<file path="src/rtl/mul_div_unit_if.sv">
// Operand/result bundle between the register-file operand buses, the
// multiply/divide unit and the HI/LO register.
interface mul_div_unit_if #(
  parameter int WIDTH = 32
);
  logic               start;
  logic [1:0]         op;
  logic [WIDTH-1:0]   a;
  logic [WIDTH-1:0]   b;
  logic               busy;
  logic               done;
  logic               hilo_en;
  logic               dz;
  logic [2*WIDTH-1:0] result;

  // Requester side: issues operations, observes status and result.
  modport master (
    output start, op, a, b,
    input  busy, done, hilo_en, dz, result
  );

  // Unit side: consumes operations, produces status and result.
  modport slave (
    input  start, op, a, b,
    output busy, done, hilo_en, dz, result
  );
endinterface

</file>
<file path="src/rtl/mul_div_unit.sv">
// Multi-cycle integer multiply/divide unit feeding the HI/LO register pair.
// One bit per clock: shift-add multiply, restoring divide, both on operand
// magnitudes, followed by a single sign-fixup cycle.
// op: 00 MUL, 01 MULU, 10 DIV, 11 DIVU (op[1] = divide, op[0] = unsigned).
module mul_div_unit #(
  parameter int WIDTH = 32
) (
  input  logic          clk,
  input  logic          clr,
  mul_div_unit_if.slave bus
);
  localparam int W2    = 2 * WIDTH;
  localparam int CNT_W = $clog2(WIDTH);

  typedef enum logic [1:0] {
    S_IDLE = 2'd0,
    S_RUN  = 2'd1,
    S_FIX  = 2'd2,
    S_DONE = 2'd3
  } state_t;

  state_t             state_q;
  logic [CNT_W-1:0]   cnt_q;
  logic [1:0]         op_q;
  logic               sa_q;
  logic               sb_q;
  logic               bz_q;
  logic [WIDTH-1:0]   a_raw_q;
  logic [W2-1:0]      acc_q;      // product accumulator, or {remainder, quotient}
  logic [W2-1:0]      mcand_q;    // multiplicand, shifted left each iteration
  logic [WIDTH-1:0]   mplier_q;   // multiplier (shifted right) or divisor (held)
  logic               busy_q;
  logic               done_q;
  logic               dz_q;
  logic [W2-1:0]      result_q;

  logic               sa_d;
  logic               sb_d;
  logic [WIDTH-1:0]   a_mag_d;
  logic [WIDTH-1:0]   b_mag_d;
  logic [W2-1:0]      mul_acc_d;
  logic               div_ge_d;
  logic [WIDTH-1:0]   div_diff_d;
  logic [W2-1:0]      div_acc_d;
  logic [WIDTH-1:0]   quo_d;
  logic [WIDTH-1:0]   rem_d;
  logic [W2-1:0]      fix_result_d;

  // Operand signs and magnitudes as seen at the accepting edge.
  always_comb begin
    sa_d = ~bus.op[0] & bus.a[WIDTH-1];
    sb_d = ~bus.op[0] & bus.b[WIDTH-1];
    if (sa_d) begin
      a_mag_d = (~bus.a) + WIDTH'(1);
    end else begin
      a_mag_d = bus.a;
    end
    if (sb_d) begin
      b_mag_d = (~bus.b) + WIDTH'(1);
    end else begin
      b_mag_d = bus.b;
    end
  end

  // One iteration of shift-add multiply and of restoring divide.
  always_comb begin
    if (mplier_q[0]) begin
      mul_acc_d = acc_q + mcand_q;
    end else begin
      mul_acc_d = acc_q;
    end
    // Shifted partial remainder is acc_q[W2-1:WIDTH-1] (WIDTH+1 bits wide).
    div_ge_d   = (acc_q[W2-1:WIDTH-1] >= {1'b0, mplier_q});
    div_diff_d = acc_q[W2-2:WIDTH-1] - mplier_q;
    if (div_ge_d) begin
      div_acc_d = {div_diff_d, acc_q[WIDTH-2:0], 1'b1};
    end else begin
      div_acc_d = {acc_q[W2-2:0], 1'b0};
    end
  end

  // Sign correction and divide-by-zero override applied in the FIX cycle.
  always_comb begin
    quo_d = acc_q[WIDTH-1:0];
    rem_d = acc_q[W2-1:WIDTH];
    fix_result_d = acc_q;
    if (!op_q[1]) begin
      if (!op_q[0] && (sa_q ^ sb_q)) begin
        fix_result_d = (~acc_q) + W2'(1);
      end else begin
        fix_result_d = acc_q;
      end
    end else if (bz_q) begin
      fix_result_d = {a_raw_q, {WIDTH{1'b1}}};
    end else begin
      if (!op_q[0] && (sa_q ^ sb_q)) begin
        quo_d = (~acc_q[WIDTH-1:0]) + WIDTH'(1);
      end else begin
        quo_d = acc_q[WIDTH-1:0];
      end
      if (!op_q[0] && sa_q) begin
        rem_d = (~acc_q[W2-1:WIDTH]) + WIDTH'(1);
      end else begin
        rem_d = acc_q[W2-1:WIDTH];
      end
      fix_result_d = {rem_d, quo_d};
    end
  end

  // Control FSM with datapath registers and registered outputs.
  always_ff @(posedge clk) begin
    if (clr) begin
      state_q  <= S_IDLE;
      cnt_q    <= '0;
      op_q     <= 2'b00;
      sa_q     <= 1'b0;
      sb_q     <= 1'b0;
      bz_q     <= 1'b0;
      a_raw_q  <= '0;
      acc_q    <= '0;
      mcand_q  <= '0;
      mplier_q <= '0;
      busy_q   <= 1'b0;
      done_q   <= 1'b0;
      dz_q     <= 1'b0;
      result_q <= '0;
    end else begin
      case (state_q)
        S_IDLE: begin
          done_q <= 1'b0;
          if (bus.start) begin
            op_q     <= bus.op;
            sa_q     <= sa_d;
            sb_q     <= sb_d;
            bz_q     <= (bus.b == '0);
            a_raw_q  <= bus.a;
            mcand_q  <= {{WIDTH{1'b0}}, a_mag_d};
            mplier_q <= b_mag_d;
            if (bus.op[1]) begin
              acc_q <= {{WIDTH{1'b0}}, a_mag_d};
            end else begin
              acc_q <= '0;
            end
            result_q <= '0;
            dz_q     <= 1'b0;
            cnt_q    <= '0;
            busy_q   <= 1'b1;
            state_q  <= S_RUN;
          end else begin
            busy_q  <= 1'b0;
            state_q <= S_IDLE;
          end
        end
        S_RUN: begin
          if (op_q[1]) begin
            acc_q    <= div_acc_d;
            mplier_q <= mplier_q;
          end else begin
            acc_q    <= mul_acc_d;
            mplier_q <= mplier_q >> 1;
          end
          mcand_q <= mcand_q << 1;
          cnt_q   <= cnt_q + CNT_W'(1);
          if (cnt_q == CNT_W'(WIDTH - 1)) begin
            state_q <= S_FIX;
          end else begin
            state_q <= S_RUN;
          end
        end
        S_FIX: begin
          result_q <= fix_result_d;
          dz_q     <= op_q[1] & bz_q;
          done_q   <= 1'b1;
          state_q  <= S_DONE;
        end
        S_DONE: begin
          done_q  <= 1'b0;
          busy_q  <= 1'b0;
          state_q <= S_IDLE;
        end
        default: begin
          done_q  <= 1'b0;
          busy_q  <= 1'b0;
          state_q <= S_IDLE;
        end
      endcase
    end
  end

  assign bus.busy    = busy_q;
  assign bus.done    = done_q;
  assign bus.hilo_en = done_q;
  assign bus.dz      = dz_q;
  assign bus.result  = result_q;
endmodule

</file>
<file path="src/flat_wrapper.sv">
// flat-port wrapper written by rule: the top's interface ports become plain ports
module mul_div_unit_flat 
#(
  parameter int WIDTH = 32
)
  (clk, clr, bus_start, bus_op, bus_a, bus_b, bus_busy, bus_done, bus_hilo_en, bus_dz, bus_result);
  mul_div_unit_if #(.WIDTH(WIDTH)) bus_i ();
  input  logic clk;
  input  logic clr;
  input wire logic [$bits(bus_i.start)-1:0] bus_start;
  input wire logic [$bits(bus_i.op)-1:0] bus_op;
  input wire logic [$bits(bus_i.a)-1:0] bus_a;
  input wire logic [$bits(bus_i.b)-1:0] bus_b;
  output wire logic [$bits(bus_i.busy)-1:0] bus_busy;
  output wire logic [$bits(bus_i.done)-1:0] bus_done;
  output wire logic [$bits(bus_i.hilo_en)-1:0] bus_hilo_en;
  output wire logic [$bits(bus_i.dz)-1:0] bus_dz;
  output wire logic [$bits(bus_i.result)-1:0] bus_result;
  assign bus_i.start = bus_start;
  assign bus_i.op = bus_op;
  assign bus_i.a = bus_a;
  assign bus_i.b = bus_b;
  assign bus_busy = bus_i.busy;
  assign bus_done = bus_i.done;
  assign bus_hilo_en = bus_i.hilo_en;
  assign bus_dz = bus_i.dz;
  assign bus_result = bus_i.result;
  mul_div_unit #(.WIDTH(WIDTH)) u_core (.clk(clk), .clr(clr), .bus(bus_i));
endmodule
</file>
<file path="config.mk">
export PLATFORM = sky130hd
export DESIGN_NAME = mul_div_unit_flat
export DESIGN_NICKNAME = d
export VERILOG_FILES = /design/src/rtl/mul_div_unit_if.sv /design/src/rtl/mul_div_unit.sv /design/src/flat_wrapper.sv
export SDC_FILE = /design/constraint.sdc
export NUM_CORES = 1
export LEC_CHECK = 0
export BUFFER_PORTS_ARGS = -buffer_cell sky130_fd_sc_hd__buf_2
export CAP_MARGIN = 20
export CORE_ASPECT_RATIO = 1.5
export CORE_UTILIZATION = 23
export CTS_CLUSTER_SIZE = 25
export DETAILED_ROUTE_END_ITERATION = 7
export PLACE_DENSITY_LB_ADDON = 0.12
export SYNTH_ARGS = -nofsm -noshare
export SYNTH_HDL_FRONTEND = slang
export SYNTH_SLANG_ARGS = --single-unit
</file>
<file path="constraint.sdc">
create_clock -name clk -period 11.7 [get_ports clk]
set_input_delay 2.34 -clock clk [delete_from_list [all_inputs] [get_ports clk]]
set_output_delay 2.34 -clock clk [all_outputs]
set_load 0.005 [all_outputs]
</file>
Yosys cells after proc, flatten, opt, wreduce, memory -nomap -nowiden
Index checks and enable logic that the tools add are counted.

Word-level logic and storage cells: 85. Register bits: 271. Input port bits: 69.

Bitwise gates (word level): 10. $add $sub $neg: 8. Muxes and demuxes: 30. Reductions and logical operators: 15. $lt $le $gt $ge: 1. Equal/unequal tests: 7.

Operators by type and width (count): $mux W64 (9); $pmux W64 S2 (3); $mux W32 (7); $add A32 B1 Y32 const B (4); $not A32 Y32 (4); $add A64 B1 Y64 const B (1); $add A64 B64 Y64 (1); $not A64 Y64 (1); $pmux W32 S2 (1); $ge A33 B32 Y1 (1); $logic_not A32 Y1 (1); $sub A32 B32 Y32 (1); $pmux W5 S2 (1); $pmux W2 S4 (1); $reduce_bool A2 Y1 (4); $pmux W1 S2 (3); $reduce_and A2 Y1 (3); $reduce_and A3 Y1 (2); $add A5 B1 Y5 const B (1); $eq A5 B5 Y1 const B (1); $mux W5 (1); $eq A2 B2 Y1 const B (2); $ne A2 B2 Y1 const B (2); $and A1 B1 Y1 (3); other kinds (10) (13).

Longest topological paths before layout
Gate-level depths: netlist of run 1.

Depth in word-level cells: 6. Depth in mapped cells: 15.

Worst setup path before layout of run 1
OpenSTA, ideal clock, no wires.

Path kind: input -> register. Start: input port bus_a[19]. End: register u_core.acc_q[31]. Arrival time: 4.836 ns. Path slack: 6.779 ns. Stages on the path: 10. Buffers on the path: 0. Required time: 11.614 ns. Library setup time: 0.086 ns. Path through: or4_1 > or3_1 > or3_1 > or2_2 > nor4_1 > nor2_1 > nor4b_1 > a221o_1 > a21oi_1 > a211oi_1.

Word-level cells in the longest chain between the ends: 6.

RTL lines: from (decl) (line flat_wrapper.sv:12) `input wire logic [$bits(bus_i.a)-1:0] bus_a;`; $not A32 Y32 (line mul_div_unit.sv:54) `a_mag_d = (~bus.a) + WIDTH'(1);`; $add A32 B1 Y32 (line mul_div_unit.sv:54); $mux W32 (line mul_div_unit.sv:53) `if (sa_d) begin`; $mux W32 (line mul_div_unit.sv:139) `if (bus.op[1]) begin`; $mux W64 (line mul_div_unit.sv:131) `if (bus.start) begin`; $pmux W64 S2 (line mul_div_unit.sv:128) `case (state_q)`; to (signal assigned) (line mul_div_unit.sv:140) `acc_q <= {{WIDTH{1'b0}}, a_mag_d};`; to (signal assigned) (line mul_div_unit.sv:156) `acc_q <= div_acc_d;`; to (signal assigned) (line mul_div_unit.sv:159) `acc_q <= mul_acc_d;`; to (decl) (line mul_div_unit.sv:29) `logic [W2-1:0] acc_q;`.

No other way between the ends. The select of a mux whose other input is x is not followed. A chain may end at the register's enable or synchronous reset.

Worst setup path after layout of run 1
Start: input port bus_start. End: register u_core.acc_q[56].

Word-level cells in the longest chain between the ends: 2.

RTL lines: from (decl) (line flat_wrapper.sv:10) `input wire logic [$bits(bus_i.start)-1:0] bus_start;`; $ne A2 B2 Y1 (no source line); $reduce_and A3 Y1 (no source line).

No other way between the ends.

==> results.md, run 1 <==
- Reg clk slew, reported paths: 0.06 ns
- Clock latency at the later pin of the worst-skew pair: 0.58 ns
- Synth Register Bits: 271
- Cts hold-fix bufs: 0
- Worst EP required: 12.23 ns
- Layout area overhead: 14.5%
- Routed Antenna Nets: 0
- DRC viols: 0
- DR iter-0 viols: ~1500
- Pint: 0.00180 W
- RSZ-0062 raised after global routing: no
- Die height: 367 um
- Mapped Cells: ~2900
- Synth area leaders: dfxtp_1 (27%), a21oi_1 (8.9%), nand2_1 (8.7%)
- Predominant post-synthesis flop cell: dfxtp_1
- Die area: between 80000 and 90000 sq um
- Final Hold Viols: 0
- Combinational share of power: 0.230
- Root Buffer: clkbuf_16
- Core box area: ~88000 sq um
- WL/cell: 23.8 um
- Worst slew pin tran: approximately 1.1 ns
- Global-route wire length before repair: approximately 140000 um
- Crit Path Class: in2reg
- I/O pins: 137
- Critical path endpoint category: register
- Sequential area share after synthesis: 0.266
- Skew final: 0.0275 ns
- Mapped Area: 20400 sq um
- Fin Hold WS: approximately 0.44 ns
- Top-area cell type share of the netlist area: 0.266
- H-tree levels: 2
- RD Place Congestion: 0.899
- Initial antenna violation count: 2
- Leakage: 9.33 nW
- Post-synth EDFFs: 0
- Ys Warns: 0
- Fmax: 189 MHz
- Sw frac: 0.346
- Post-DR vias/cell: 5.28
- Min Clock Period, post-route: 5.30 ns
- Post-synth top cells: nand2_1 (474), a21oi_1 (364), dfxtp_1 (271)
- DRT Pass-1 Iters: 5
- Worst rel slew slack: 0.259
- Number of buffers created by CTS: 35
- Layout cell share with drive strength beyond 1: 0.101
- Sequential power share: 0.373
- Slew Viols, Final: 0
- Critical path startpoint category: input pin
- CTS max path bufs: 3
- Sink Count: approximately 270
- Data arrival, critical path: between 5 and 6 ns
- Hold Path Class: reg2reg
- Clock network fraction of total power: 0.397
- Library cells used by synthesis: between 70 and 80
- FP Rows: 133
- Pre-CTS setup slack: 5.86 ns
- Setup tns final: 0 ns
- Total power draw: around 0.0027 W
- P_sw: 0.000949 W
- Total wire length: just under 100000 um
- Most frequent cell after synthesis: nand2_1
- Die width: 245 um
- TritonCTS clock tree: yes
- Synth Area per Inst: 7.10 sq um
- Diode count: 0
- Post-synth top area cell: dfxtp_1
- Status: finished clean
- Final net count: 3078
- Port buffer count: 136
- PD cells: between 100 and 150 nW/um^2
- Vias in the first global route: 21422
- GRT Overall Usage: 0.211
- Worst vdd ir: 0.000107 V
- Max-Cap Viols: 0
- Final HPWL DP: between 70000 and 80000 um
- Final WS setup: 6.40 ns
- Via Count: between 20000 and 25000
- # Post-CTS Setup Buffers: 0
- Pin count of the biggest net entering global routing: between 100 and 150
- Asr flop ratio synth: 0
- Max FO, Critical Path: 39
- Post-CTS sizing: 0
- Final core utilization: 0.266
- Starting Density: 0.232
- Tcrit/Tclk final: 0.453
- Gr ovfl total: 0
- Syn nets: 3052
- # setup viols final: 0
flip-flops by register name, indices dropped and copies added, names as in the netlist, 2 cells and up, named ones only:
register           cells
u_core.bus.result     64
u_core.mplier_q       32
u_core.acc_q          64
u_core.mcand_q        64
u_core.cnt_q           5
u_core.a_raw_q        32
u_core.op_q            2
placed cells by master (no fill, tap or decap), types with 29 or more instances in the layout:
master,n
a21o_1,65
xnor2_1,113
mux2i_1,29
o31ai_1,29
nand4_1,47
ha_1,105
nor3_1,65
nand3_1,61
dfxtp_1,270
buf_4,63
inv_1,79
a211oi_1,37
o21ai_0,208
nand2_1,474
a21oi_1,364
o211ai_1,65
buf_2,136
nor2_1,222
clkbuf_16,35
xor2_1,103
per-stage QoR:
step / area [sq um] / cells
6_report: 23400 / 4071
5_1_grt: 23400 / 4071
4_1_cts: 23400 / 4070
3_5_place_dp: 22300 / 4010
3_3_place_gp: 22300 / 4009
2_1_floorplan: 20400 / 2875
worst max-delay path: stages:
cell and delay [ns]:
buf_2 0.13, nand2_1 0.06, buf_4 0.20, o21ai_2 0.07, buf_4 0.44, o21a_1 0.20
buf_4 0.40, nand2_1 0.26, nor2_1 0.27, nand2_1 0.56, or3_1 0.56, nand3_1 0.10
or3_1 0.11
power by group through the flow:
stage	Combinational (W)	Sequential (W)	Clock, W
after global routing	0.000692	0.00103	0.00116
after floorplan	0.000418	0.00101	0
after global placement	0.000630	0.00104	0
after detailed placement	0.000631	0.00104	0
after CTS	0.000634	0.00102	0.00113
final	0.000632	0.00102	0.00109
final timing paths:
kind | cells past startpoint | startpoint | to | slack [ns]
setup / recovery | 13 | bus_start | u_core.acc_q[56] | 6.40
hold / removal | 2 | u_core.bus.result[31] | u_core.bus.result[31] | 0.44
setup reg to reg | 12 | u_core.acc_q[0] | u_core.acc_q[60] | 6.85
hold reg to reg | 2 | u_core.bus.result[31] | u_core.bus.result[31] | 0.44
final cells by class:
| class | instances | area, sq um |
|---|---|---|
| fill | 9757 | 64500 |
| multi-input combinational | 2311 | 13900 |
| sequential | 271 | 5430 |
| tap | 1147 | 1440 |
| timing repair buffer | 201 | 1180 |
| clock buffer | 48 | 965 |
| inverter | 81 | 304 |
| clock inverter | 12 | 126 |
logic make-up (layout without fill, tap and decap cells):
| logic type | count (synthesis) | count (layout) | share of synthesized area |
|---|---|---|---|
| AO/OA/AOI/OAI | 954 | 954 | 0.285 |
| flip-flops | 271 | 271 | 0.266 |
| XOR/XNOR | 216 | 216 | 0.0927 |
| adder cells (fa/ha/maj) | 108 | 108 | 0.0669 |
| buffers and inverters | 293 | 342 | 0.0545 |
| AND/OR/NAND/NOR | 993 | 993 | 0.215 |
| multiplexers | 40 | 40 | 0.0203 |
routing by layer:
layer	share of wire	GRT usage	wire length [um]	vias up
li1	-	-	-	10312
met1	0.36	0.214	35100	10421
met2	0.55	0.412	52800	575
met3	0.035	0.0230	3370	173
met4	0.058	0.115	5590	4
met5	0.00027	0	26	-
Power figures use the tool's default switching activity.
==> run 2, diff against run 1 <==
- ABC_AREA: default -> 1
- clock period: 11.7 -> 4.76 ns (I/O delays scaled with it)
==> run 2 against run 1 <==
Against the previous run:
- synthesized cell count rose by 56%
- non-clock buffer count fell by 6
- final area rose by 21%
- via count rose by 32%
- hold slack improved by 0.019 ns
- worst setup slack got worse by 4.8 ns
- critical path type is now reg2reg
- largest power group is now combinational cells
- highest routed layer is now met4
==> results.md, run 2 <==
- Post-CTS sizing: 0
- Sequential power share: 0.289
- CP Buf/Inv Count: 3
- Starting Density: 0.232
- DR iter-0 viols: between 1500 and 2000
- Commonest non-fill, non-tap cell in the layout: nand2_1
- Port buffer count: about 140
- Pint: 0.00518 W
- Reg clk slew, reported paths: 0.07 ns
- Number of buffers created by CTS: 36
- Max FO, Critical Path: 26
- Slew Viols, Final: 0
- Post-synth top area cell: nand2_1
- Asr flop ratio synth: 0
- Sw frac: 0.459
- # Post-CTS Setup Buffers: 0
- Max-Cap Viols: 0
- DRC viols: 0
- Total wire length: 129000 um
- Mapped Cells: 4493
- Sink Count: 271
- Hold Path Class: reg2reg
- Worst vdd ir: between 0.00015 and 0.0002 V
- I/O pins: 137
- P_sw: 0.00441 W
- Worst-path cell chain: nor2_2, inv_2, o21ai_4, inv_1, nand2_1, o21ai_0, inv_1
- Leading cell types in the layout, fill and taps excluded: nand2_1 (1446), inv_1 (676), a21oi_1 (505)
- Clock network fraction of total power: 0.299
- Post-DR vias/cell: ~4.7
- Library cells used by synthesis: 55
- Die area: roughly 110000 sq um
- WL/cell: ~21 um
- Crit Path Class: reg2reg
- Syn nets: 4670
- CTS max path bufs: 3
- Core box area: 107000 sq um
- Non-Filler Instances: 6006
- Final Hold Viols: 0
- R2r worst-path depth: 7
- Routed Antenna Nets: 0
- Crit-path most repeated cell: inv_1
- H-tree levels: 2
- FP Rows: 147
- Combinational share of power: 0.412
- Mapped Area: between 20000 and 25000 sq um
- Clock latency at the later pin of the worst-skew pair: just over 0.6 ns
- Global-route wire length before repair: 184000 um
- Hold depth: 2
- Worst slew pin tran: 1.03 ns
- RSZ-0062 raised after global routing: no
- Gr ovfl total: 0
- Cells after DPL: between 5000 and 6000
- HP Start: u_core.bus.result[42]
- Vias in the first global route: 27336
- Worst rel slew slack: 0.310
- Layout fillers: ~13000
- Die width: 270 um
- Predominant post-synthesis flop cell: dfxtp_1
- Ys Warns: 0
- Slowest cell on the critical path: dfxtp_1
- Synth Area per Inst: ~5.5 sq um
- Via Count: 28456
- Synth Register Bits: 271
- Pin count of the biggest net entering global routing: approximately 120
- Data arrival, critical path: 3.66 ns
- Worst Hold End: u_core.bus.result[42]
- Fmax: 316 MHz
- Most frequent cell after synthesis: nand2_1
- Post-synth EDFFs: 0
- Setup tns final: 0 ns
- Min Clock Period, post-route: 3.16 ns
- # setup viols final: 0
- Tcrit/Tclk final: 0.664
- Status: finished clean
- PD cells: 339 nW/um^2
- Sequential area share after synthesis: 0.219
- R2r setup slk: 1.60 ns
- Final net count: about 4700
- Layout cell share with drive strength beyond 1: 0.0728
- DRT Pass-1 Iters: 5
- Critical path endpoint category: register
- TritonCTS clock tree: yes
- Die height: 404 um
- Cts hold-fix bufs: 0
- Post-synth top cells: nand2_1 (1446), inv_1 (676), a21oi_1 (506)
- Synth area leaders: nand2_1 (22%), dfxtp_1 (22%), inv_1 (10%)
- RD Place Congestion: 0.972
- GRT Overall Usage: 0.229
- Skew final: 0.0368 ns
- Reg2Reg Capture Point: u_core.acc_q[16]
- Worst R2R Start: u_core.op_q[1]
- Root Buffer: clkbuf_16
- Top-area cell type share of the netlist area: 0.219
- Critical path's largest stage delay: 0.88 ns
- Initial antenna violation count: 3
- Leakage: 14.2 nW
- Crit-path leading delay family: buffers and inverters
- Worst EP required: 5.26 ns
- Layout area overhead: 14.0%
- Final HPWL DP: 104000 um
- Critical path startpoint category: register
-- run 2: routing by layer --
layer | vias up | wire length, um | track usage
li1 | 14429 | - | -
met1 | 13180 | 49900 | 0.250
met2 | 637 | 67300 | 0.434
met3 | 210 | 3860 | 0.0167
met4 | 0 | 7570 | 0.124
met5 | - | 0 | 0
-- run 2: final cells by class --
type	count	area, sq um	area share
diodes	1	2.50	0.0000885
clock buffers	50	1050	0.0373
clock inverters	13	133	0.00469
inverters	699	2630	0.0929
multi-input cells	3362	16100	0.569
flip-flops and latches	271	5430	0.192
well taps	1415	1770	0.0626
repair buffers	195	1160	0.0411
-- run 2: worst max-delay path by stage --
stage                               from               end  slack (ns)  cells past startpoint
after floorplan                 bus_a[1]  u_core.acc_q[16]        2.38                     11
after global placement          bus_a[0]  u_core.acc_q[16]        1.60                     13
after detailed placement        bus_a[0]  u_core.acc_q[16]        1.54                     13
after CTS                 u_core.op_q[1]  u_core.acc_q[16]        1.63                      7
after global routing      u_core.op_q[1]  u_core.acc_q[16]        1.47                      7
final                     u_core.op_q[1]  u_core.acc_q[16]        1.60                      7
-- run 2: stage by stage --
stage / utilization / area, sq um / power, W / hold WS [ns] / setup slack [ns]
floorplan: - / 24800 / 0.00524 / 0.444 / 2.38
global placement: 0.253 / 27100 / 0.00676 / 0.451 / 1.60
detailed placement: 0.253 / 27100 / 0.00674 / 0.453 / 1.54
CTS: 0.264 / 28200 / 0.00965 / 0.463 / 1.63
global route: 0.264 / 28300 / 0.0101 / 0.476 / 1.47
finish: 0.264 / 28300 / 0.00959 / 0.462 / 1.60
-- run 2: power by group through the flow --
| stage | sequential, W | combinational [W] | clock (W) |
|---|---|---|---|
| floorplan | 0.00267 | 0.00258 | 0 |
| global placement | 0.00282 | 0.00394 | 0 |
| detailed placement | 0.00282 | 0.00392 | 0 |
| CTS | 0.00277 | 0.00393 | 0.00295 |
| global route | 0.00279 | 0.00433 | 0.00302 |
| finish | 0.00277 | 0.00395 | 0.00287 |
-- run 2: worst reg2reg max path, delay by kind of cell, from the launching register on --
kind	cells	cell delay [ns]
flip-flops	1	0.88
buffers and inverters	3	1.29
AO/OA/AOI/OAI	2	0.36
AND/OR/NAND/NOR	2	0.53
-- run 2: kinds of logic (layout without fill, tap and decap cells) --
logic type	after synthesis	count (layout)	share of synthesized area
and+or+nand+nor	2328	2328	0.386
AOI/OAI and AO/OA	860	860	0.183
buffers and inverters	860	957	0.134
DFF	271	271	0.219
adders and majority gates	108	108	0.0551
xor gates and xnor gates	66	66	0.0233
other	0	1	0
